`src/rtl/rr_cache_arbiter.sv`:
```
`default_nettype none
// ============================================================================
// Module      : rr_cache_arbiter
// Description : N-channel round-robin arbiter between L1-side requesters
//               (icache, dcache/eviction buffer, prefetchers) and a single
//               shared L2 port. One transaction is in flight at a time:
//               IDLE -> BUSY -> RESP -> IDLE. The winning channel's address,
//               write line and operation are registered at grant, so channel
//               inputs may change freely while the L2 access is in progress.
// Config      : ARB_WRITE_PRIO_EN - when defined, pending writers take
//               precedence over readers in IDLE (round-robin among writers,
//               sharing the same pointer). Ports and timing are identical in
//               both builds.
// Ports       : clk, rst (async, active-high)
//               ch_read/ch_write [N_CH]      per-channel requests
//               ch_address [N_CH*ADDR_W]     channel i at [i*ADDR_W +: ADDR_W]
//               ch_wdata   [N_CH*LINE_W]     channel i at [i*LINE_W +: LINE_W]
//               ch_resp    [N_CH]            one-hot completion pulse
//               ch_rdata   [LINE_W]          registered read line (broadcast)
//               mem_read/mem_write           L2 request strobes (registered)
//               mem_address/mem_wdata        L2 address/line, latched at grant
//               mem_rdata/mem_resp           L2 read line and completion
//               grant_id   [IDX_W]           current owner of the L2 port
//               busy                         arbiter not idle
// Revision    : 1.0 - initial release
// ============================================================================
module rr_cache_arbiter #(
    parameter  int N_CH   = 2,
    parameter  int LINE_W = 128,
    parameter  int ADDR_W = 32,
    localparam int IDX_W  = (N_CH > 1) ? $clog2(N_CH) : 1
) (
    input  logic                     clk,
    input  logic                     rst,
    input  logic [N_CH-1:0]          ch_read,
    input  logic [N_CH-1:0]          ch_write,
    input  logic [N_CH*ADDR_W-1:0]   ch_address,
    input  logic [N_CH*LINE_W-1:0]   ch_wdata,
    output logic [N_CH-1:0]          ch_resp,
    output logic [LINE_W-1:0]        ch_rdata,
    output logic                     mem_read,
    output logic                     mem_write,
    output logic [ADDR_W-1:0]        mem_address,
    output logic [LINE_W-1:0]        mem_wdata,
    input  logic [LINE_W-1:0]        mem_rdata,
    input  logic                     mem_resp,
    output logic [IDX_W-1:0]         grant_id,
    output logic                     busy
);

    typedef enum logic [1:0] {
        ST_IDLE = 2'd0,
        ST_BUSY = 2'd1,
        ST_RESP = 2'd2
    } state_t;

    // Pointer resets to the last channel so channel 0 is scanned first.
    localparam logic [IDX_W-1:0] c_PTR_RST = IDX_W'(N_CH - 1);

    // ------------------------------------------------------------------
    // Registered state
    // ------------------------------------------------------------------
    state_t              r_state_q,     w_state_d;
    logic [IDX_W-1:0]    r_ptr_q,       w_ptr_d;
    logic [IDX_W-1:0]    r_grant_q,     w_grant_d;
    logic [ADDR_W-1:0]   r_addr_q,      w_addr_d;
    logic [LINE_W-1:0]   r_wdata_q,     w_wdata_d;
    logic                r_op_wr_q,     w_op_wr_d;
    logic                r_mem_read_q,  w_mem_read_d;
    logic                r_mem_write_q, w_mem_write_d;
    logic [LINE_W-1:0]   r_rdata_q,     w_rdata_d;
    logic [N_CH-1:0]     r_resp_q,      w_resp_d;

    // ------------------------------------------------------------------
    // Arbitration: round-robin scan starting just after the pointer
    // ------------------------------------------------------------------
    logic [N_CH-1:0]     w_req;
    logic [N_CH-1:0]     w_cand;
    logic                w_found;
    logic [IDX_W-1:0]    w_winner;
    logic [IDX_W:0]      w_sum;
    logic [IDX_W-1:0]    w_idx;

    always_comb begin
        w_req = ch_read | ch_write;
`ifdef ARB_WRITE_PRIO_EN
        // Draining evictions before refills: readers only compete when no
        // channel has a write pending.
        w_cand = (|ch_write) ? ch_write : w_req;
`else
        w_cand = w_req;
`endif
        w_found  = 1'b0;
        w_winner = '0;
        w_sum    = '0;
        w_idx    = '0;
        // One extra bit on the sum keeps ptr+k representable before the
        // modulo-N_CH correction, which works for non-power-of-two N_CH.
        for (int k = 1; k <= N_CH; k++) begin
            w_sum = {1'b0, r_ptr_q} + (IDX_W+1)'(k);
            if (w_sum >= (IDX_W+1)'(N_CH)) begin
                w_sum = w_sum - (IDX_W+1)'(N_CH);
            end
            w_idx = w_sum[IDX_W-1:0];
            if (!w_found && w_cand[w_idx]) begin
                w_found  = 1'b1;
                w_winner = w_idx;
            end
        end
    end

    // ------------------------------------------------------------------
    // Winner's address, write line and operation
    // ------------------------------------------------------------------
    logic [ADDR_W-1:0]   w_sel_addr;
    logic [LINE_W-1:0]   w_sel_wdata;
    logic                w_sel_wr;

    always_comb begin
        w_sel_addr  = '0;
        w_sel_wdata = '0;
        w_sel_wr    = 1'b0;
        for (int i = 0; i < N_CH; i++) begin
            if (w_winner == IDX_W'(i)) begin
                w_sel_addr  = ch_address[i*ADDR_W +: ADDR_W];
                w_sel_wdata = ch_wdata[i*LINE_W +: LINE_W];
                // Read+write together on one channel resolves to a write.
                w_sel_wr    = ch_write[i];
            end
        end
    end

    // One-hot decode of the current owner for the completion pulse.
    logic [N_CH-1:0]     w_grant_oh;

    always_comb begin
        w_grant_oh = '0;
        for (int i = 0; i < N_CH; i++) begin
            w_grant_oh[i] = (r_grant_q == IDX_W'(i));
        end
    end

    // ------------------------------------------------------------------
    // Next-state logic
    // ------------------------------------------------------------------
    always_comb begin
        w_state_d     = r_state_q;
        w_ptr_d       = r_ptr_q;
        w_grant_d     = r_grant_q;
        w_addr_d      = r_addr_q;
        w_wdata_d     = r_wdata_q;
        w_op_wr_d     = r_op_wr_q;
        w_mem_read_d  = r_mem_read_q;
        w_mem_write_d = r_mem_write_q;
        w_rdata_d     = r_rdata_q;
        w_resp_d      = '0;

        case (r_state_q)
            ST_IDLE: begin
                // mem_resp is deliberately not looked at here.
                if (w_found) begin
                    w_grant_d     = w_winner;
                    w_ptr_d       = w_winner;
                    w_addr_d      = w_sel_addr;
                    w_wdata_d     = w_sel_wdata;
                    w_op_wr_d     = w_sel_wr;
                    w_mem_read_d  = ~w_sel_wr;
                    w_mem_write_d = w_sel_wr;
                    w_state_d     = ST_BUSY;
                end
            end
            ST_BUSY: begin
                // Channel inputs are ignored until the L2 completes.
                if (mem_resp) begin
                    if (!r_op_wr_q) begin
                        w_rdata_d = mem_rdata;
                    end
                    w_mem_read_d  = 1'b0;
                    w_mem_write_d = 1'b0;
                    w_resp_d      = w_grant_oh;
                    w_state_d     = ST_RESP;
                end
            end
            ST_RESP: begin
                // No re-grant here: the served channel is still dropping
                // its request during this cycle.
                w_state_d = ST_IDLE;
            end
            default: begin
                w_mem_read_d  = 1'b0;
                w_mem_write_d = 1'b0;
                w_state_d     = ST_IDLE;
            end
        endcase
    end

    // ------------------------------------------------------------------
    // State registers
    // ------------------------------------------------------------------
    always_ff @(posedge clk or posedge rst) begin
        if (rst) begin
            r_state_q     <= ST_IDLE;
            r_ptr_q       <= c_PTR_RST;
            r_grant_q     <= '0;
            r_addr_q      <= '0;
            r_wdata_q     <= '0;
            r_op_wr_q     <= 1'b0;
            r_mem_read_q  <= 1'b0;
            r_mem_write_q <= 1'b0;
            r_rdata_q     <= '0;
            r_resp_q      <= '0;
        end else begin
            r_state_q     <= w_state_d;
            r_ptr_q       <= w_ptr_d;
            r_grant_q     <= w_grant_d;
            r_addr_q      <= w_addr_d;
            r_wdata_q     <= w_wdata_d;
            r_op_wr_q     <= w_op_wr_d;
            r_mem_read_q  <= w_mem_read_d;
            r_mem_write_q <= w_mem_write_d;
            r_rdata_q     <= w_rdata_d;
            r_resp_q      <= w_resp_d;
        end
    end

    // ------------------------------------------------------------------
    // Outputs
    // ------------------------------------------------------------------
    assign ch_resp     = r_resp_q;
    assign ch_rdata    = r_rdata_q;
    assign mem_read    = r_mem_read_q;
    assign mem_write   = r_mem_write_q;
    assign mem_address = r_addr_q;
    assign mem_wdata   = r_wdata_q;
    assign grant_id    = r_grant_q;
    assign busy        = (r_state_q != ST_IDLE);

endmodule
`default_nettype wire

```
`config.mk`:
```
export PLATFORM = sky130hd
export DESIGN_NAME = rr_cache_arbiter
export DESIGN_NICKNAME = d
export VERILOG_FILES = /design/src/rtl/rr_cache_arbiter.sv
export SDC_FILE = /design/constraint.sdc
export NUM_CORES = 1
export LEC_CHECK = 0
export BUFFER_PORTS_ARGS = -buffer_cell sky130_fd_sc_hd__buf_2
export CORE_AREA = 2 2 294 296
export CTS_CLUSTER_SIZE = 30
export DETAILED_ROUTE_END_ITERATION = 10
export DIE_AREA = 0 0 296 298
export PLACE_DENSITY = 0.49
export SYNTH_ARGS = -nofsm -noshare
export SYNTH_HDL_FRONTEND = slang
export SYNTH_SLANG_ARGS = --single-unit
```
`constraint.sdc`:
```
create_clock -name clk -period 8.8 [get_ports clk]
set_clock_uncertainty 0.1 [all_clocks]
set_input_delay 0.44 -clock clk [delete_from_list [all_inputs] [get_ports clk]]
set_output_delay 0.44 -clock clk [all_outputs]
set_load 0.02 [all_outputs]
```
# [Word level (Yosys, flattened, before mapping)]
# Cells that the tools add are included.
[op_classes] n_addsub=4 n_lt_le_gt_ge=4 eq_ne=4 n_mux=23 bitwise=5 n_reduce_logical=8
[ops] operator="128-bit two-way mux" count=1
[ops] operator="32-bit two-way mux" count=1
[ops] operator="1-bit two-way mux" count=14
[ops] operator="2-bit two-way mux" count=4
[ops] operator="1-bit case mux with 3 select lines" count=2
[ops] operator="3-bit AND reduction" count=2
[ops] operator="2-bit >= comparator, second input constant" count=2
[ops] operator="1-bit by 2-bit less-than comparator with 1-bit output, second input constant" count=2
[ops] operator="2-bit != test, second input constant" count=2
[ops] operator="1-bit NOT" count=4
[ops] operator="2-bit case mux with 2 select lines" count=1
[ops] operator="2-bit AND reduction" count=2
[ops] operator="1-bit by 1-bit adder with 2-bit output, second input constant" count=1
[ops] operator="1-bit by 2-bit adder with 2-bit output, second input constant" count=1
[ops] operator="2-bit by 1-bit == test with 1-bit output, second input constant" count=1
[ops] operator="2-bit == test, second input constant" count=1
[ops] operator="2-bit zero test" count=1
[ops] operator="2-bit bitwise OR" count=1
[ops] operator="2-bit nonzero test" count=1
[ops] operator="1-bit subtractor, second input constant" count=2
[ops] operator="1-bit logical AND" count=1
[ops] operator="1-bit zero test" count=1
[totals] register_bits=297 input_bits=455 out_inout_bits=294 elab_cells=58

# [Depth between registers and ports, before layout]
[depth] ltp_word=13 depth_mapped=7 ltp_nobuf=3

# [Worst setup path before layout]
# Ideal clock, no wire load.
[synth_timing] path_type="flip-flop to output port" from="register r_state_q[1]" to="output port busy" arrival_time_ns=1.181 t_required_ns=8.260 setup_slack_ns=7.079 path_stages_with_launch=6 n_path_buf=4 path_cell_list="dfrtp_1 buf_2 or2_0 buf_2 buf_2 buf_2"
[synth_between] elab_chain_cells=1
[synth_lines] item="start, declared" line_no="63" source="state_t r_state_q, w_state_d;"
[synth_lines] item="start signal, assigned" line_no="213" source="r_state_q <= w_state_d;"
[synth_lines] item="2-bit nonzero test" line_no="236" source="assign busy = (r_state_q != ST_IDLE);"
[synth_lines] item="end, declared" line_no="48" source="output logic busy"
# No other way between the ends.

# [Worst setup path in the final report]
# Same ends and word-level chain as after synthesis.

==> results.md <==
- Initial antenna violation count: 5
- Critical path type: reg -> out
- Post-Synthesis Cells: 1077
- Clock share of power: 21.0%
- Antenna Violating Nets Remaining: 0
- Worst-case hold slack: 0.0428 ns
- Status: completed
- Worst-skew pair later-pin latency: 0.55 ns
- Die area: 88200 um2
- Final Critical Period: 3.08 ns
- Hold Fails Final Rpt: 0
- Congestion Overflow GR: 0
- Starting density of the core: 15.8%
- Asr flop ratio synth: 100%
- Post-synth EDFFs: 0
- Sequential fraction of the synthesis area: 55.3%
- First-pass GRT wire length: 85700 um
- Area fraction of the dominant cell type after synthesis: 55.1%
- TritonCTS buffer count: 37
- DRC Markers: 0
- Placer Congestion: 0.808
- Most used flip-flop cell after synthesis: dfrtp_1
- Via count: 13300
- Clock-pin slew on the worst setup and hold paths: 0.06 ns
- WP data required: 8.26 ns
- Design Power: 7.24 mW
- Synthesized flop and latch total: 297
- Tcrit/Tclk final: 35.0%
- Floorplan core area: 84900 um2
- Maxcap violations: 0
- Crit-path leading delay family: buffers and inverters
- Switching share of power: 41.5%
- Max FO, Critical Path: 62
- Final Non-Filler Cells: 3075
- CP Launch Type: register
- Critical-path cell list: or2_4 -> buf_4 -> buf_2
- Library cells used by synthesis: 33
- First-pass iteration count of the detailed router: 6
- Main area contributors after synthesis: dfrtp_1 (55%), mux2_2 (11%), a2bb2oi_1 (10%)
- Largest net degree at the start of global routing: 161
- Comb power frac: 45.0%
- Placed Instances: 2848
- Syn_area_per_cell: 12.5 um2
- Post-Place Cell Area: 18100 um2
- Clock sink count: 297
- Iter 0 DRT Violations: 703
- Worst path max stage delay: 0.64 ns
- Root buf cell: clkbuf_16
- WL final: 57900 um
- Seq pwr share: 34.0%
- GRT Total Usage: 12.4%
- Via density: 4.34
- Slew HR: 29.8%
- Unrepaired setup endpoints after global routing: no
- Peak VDD IR: 0.174 mV
- WL per Instance: 18.8 um
- Worst path arrival time: 2.54 ns
- PD cells: 347 nW/um2
- Final count of pins violating max slew: 0
- CTS tree: done
- Layout cells sized above 1: 49.8%
- CP endpoint kind: output pin
- Post-CTS resize count: 0
- Postcts setup bufs: 0
- Vias in the first global route: 14200
- P_int: 4.23 mW
- Area Overhead vs Synth: 55.4%
- Slowest cell on crit path: buf_4
- Fmax: 0.324 GHz
- Hold WC Path Type: in -> reg
- I/O Buffers: 748
- Setup-failing EPs final: 0
- Die X-Extent: 296 um
- CTS Buffer Depth: 3
- Dpl ws: 5.60 ns
- Hold_buf cts: 161
- H-tree depth: 2
- Slew @ Worst Pin: 1.05 ns
- YS warnings: 0
- Layout Utilization: 24.6%
- Area leader, netlist: dfrtp_1
- Design Area, Final: 20900 um2
- P_sw: 3.01 mW
- Total Neg Setup Slack: 0 ns
- Worst Setup Slack, final: 5.72 ns
- Die height: 298 um
- Num rows: 107
- Io pins: 749
- Synthesized area: 13400 um2
- Final nets: 2359
- Placed wire-length estimate: 40000 um
- Syn Nets: 1532
- Lkg Pwr: 9.21 nW
- WP buf/inv: 2
-- cell usage after synthesis (2+ instances only) --
| master | instances |
|---|---|
| dfrtp_1 | 296 |
| o21ai_0 | 165 |
| a2bb2oi_1 | 161 |
| a311oi_1 | 160 |
| mux2_2 | 128 |
| buf_2 | 57 |
| clkbuf_1 | 57 |
| buf_6 | 13 |
| buf_4 | 8 |
| nor2_1 | 4 |
| clkbuf_4 | 2 |
| inv_1 | 2 |
| nand2_1 | 2 |
| nor3_1 | 2 |
| o211ai_1 | 2 |
-- final timing paths --
kind,start,end,slack (ns),depth (start not counted)
setup / recovery,r_state_q[1],busy,5.72,3
hold / removal,mem_rdata[86],ch_rdata[86],0.04,2
setup reg to reg,r_state_q[1],mem_wdata[18],5.83,5
hold reg to reg,ch_rdata[20],ch_rdata[20],0.40,1
max in group asynchronous,rst,mem_wdata[27],6.77,4
min in group asynchronous,rst,ch_rdata[54],0.46,3
-- area by class of cell --
cell class	count	area, um2
diodes	3	7.51
clock buffers	51	1070
clock inverters	12	136
fillers	9138	64000
inverters	2	15.0
multi-input cells	640	5300
flip-flops and latches	297	7430
well taps	1144	1430
repair buffers	926	5510
-- sequential cells by signal, indices dropped and copies added (netlist names), 2 cells and up --
register / count
mem_wdata: 128
ch_rdata: 128
mem_address: 32
ch_resp: 2
r_state_q: 2
-- worst reg2reg max path, cell delays in order (launching register included) --
cell and delay, ns:
dfrtp_1 0.47, or2_4 0.47, buf_4 0.66, buf_4 0.79, a311oi_1 0.19, a2bb2oi_1 0.19
-- cells by family after synthesis --
group / Yosys count / share of synthesized area [%]
AO/OA/AOI/OAI: 493 / 27.5
buffers and inverters: 140 / 5.52
flip-flops: 297 / 55.3
multiplexers: 129 / 10.8
AND/OR/NAND/NOR: 18 / 0.921
-- layer usage --
metal	up-vias	routed length, um	GRT usage, %
met4	6	1960	4.68
met3	120	4820	3.49
met2	681	29400	22.1
li1	5924	-	-
met5	-	35	0
met1	6611	21700	14.0
-- cell usage in the layout (no fill, tap or decap), types with 2 or more instances in the layout --
master / synthesis / routed
o21ai_0: 165 / 165
nor2_1: 4 / 4
or2_4: 0 / 2
clkbuf_1: 57 / 5
a311oi_1: 160 / 160
clkinv_2: 0 / 8
clkbuf_16: 0 / 37
buf_2: 57 / 748
dfrtp_1: 296 / 296
mux2_2: 128 / 128
diode_2: 0 / 3
buf_12: 0 / 2
clkbuf_8: 1 / 9
buf_4: 8 / 15
o211ai_1: 2 / 2
dlygate4sd3_1: 0 / 161
a2bb2oi_1: 161 / 161
nand2_1: 2 / 2
-- power by group through the flow --
stage | sequential, mW | combinational, mW | clock [mW]
5_1_grt | 2.54 | 3.47 | 1.64
4_1_cts | 2.46 | 3.29 | 1.58
3_3_place_gp | 2.45 | 3.21 | 0
3_5_place_dp | 2.45 | 3.24 | 0
2_1_floorplan | 3.24 | 1.19 | 0
6_report | 2.46 | 3.26 | 1.52
No activity file was read; power rests on OpenSTA's default activity.
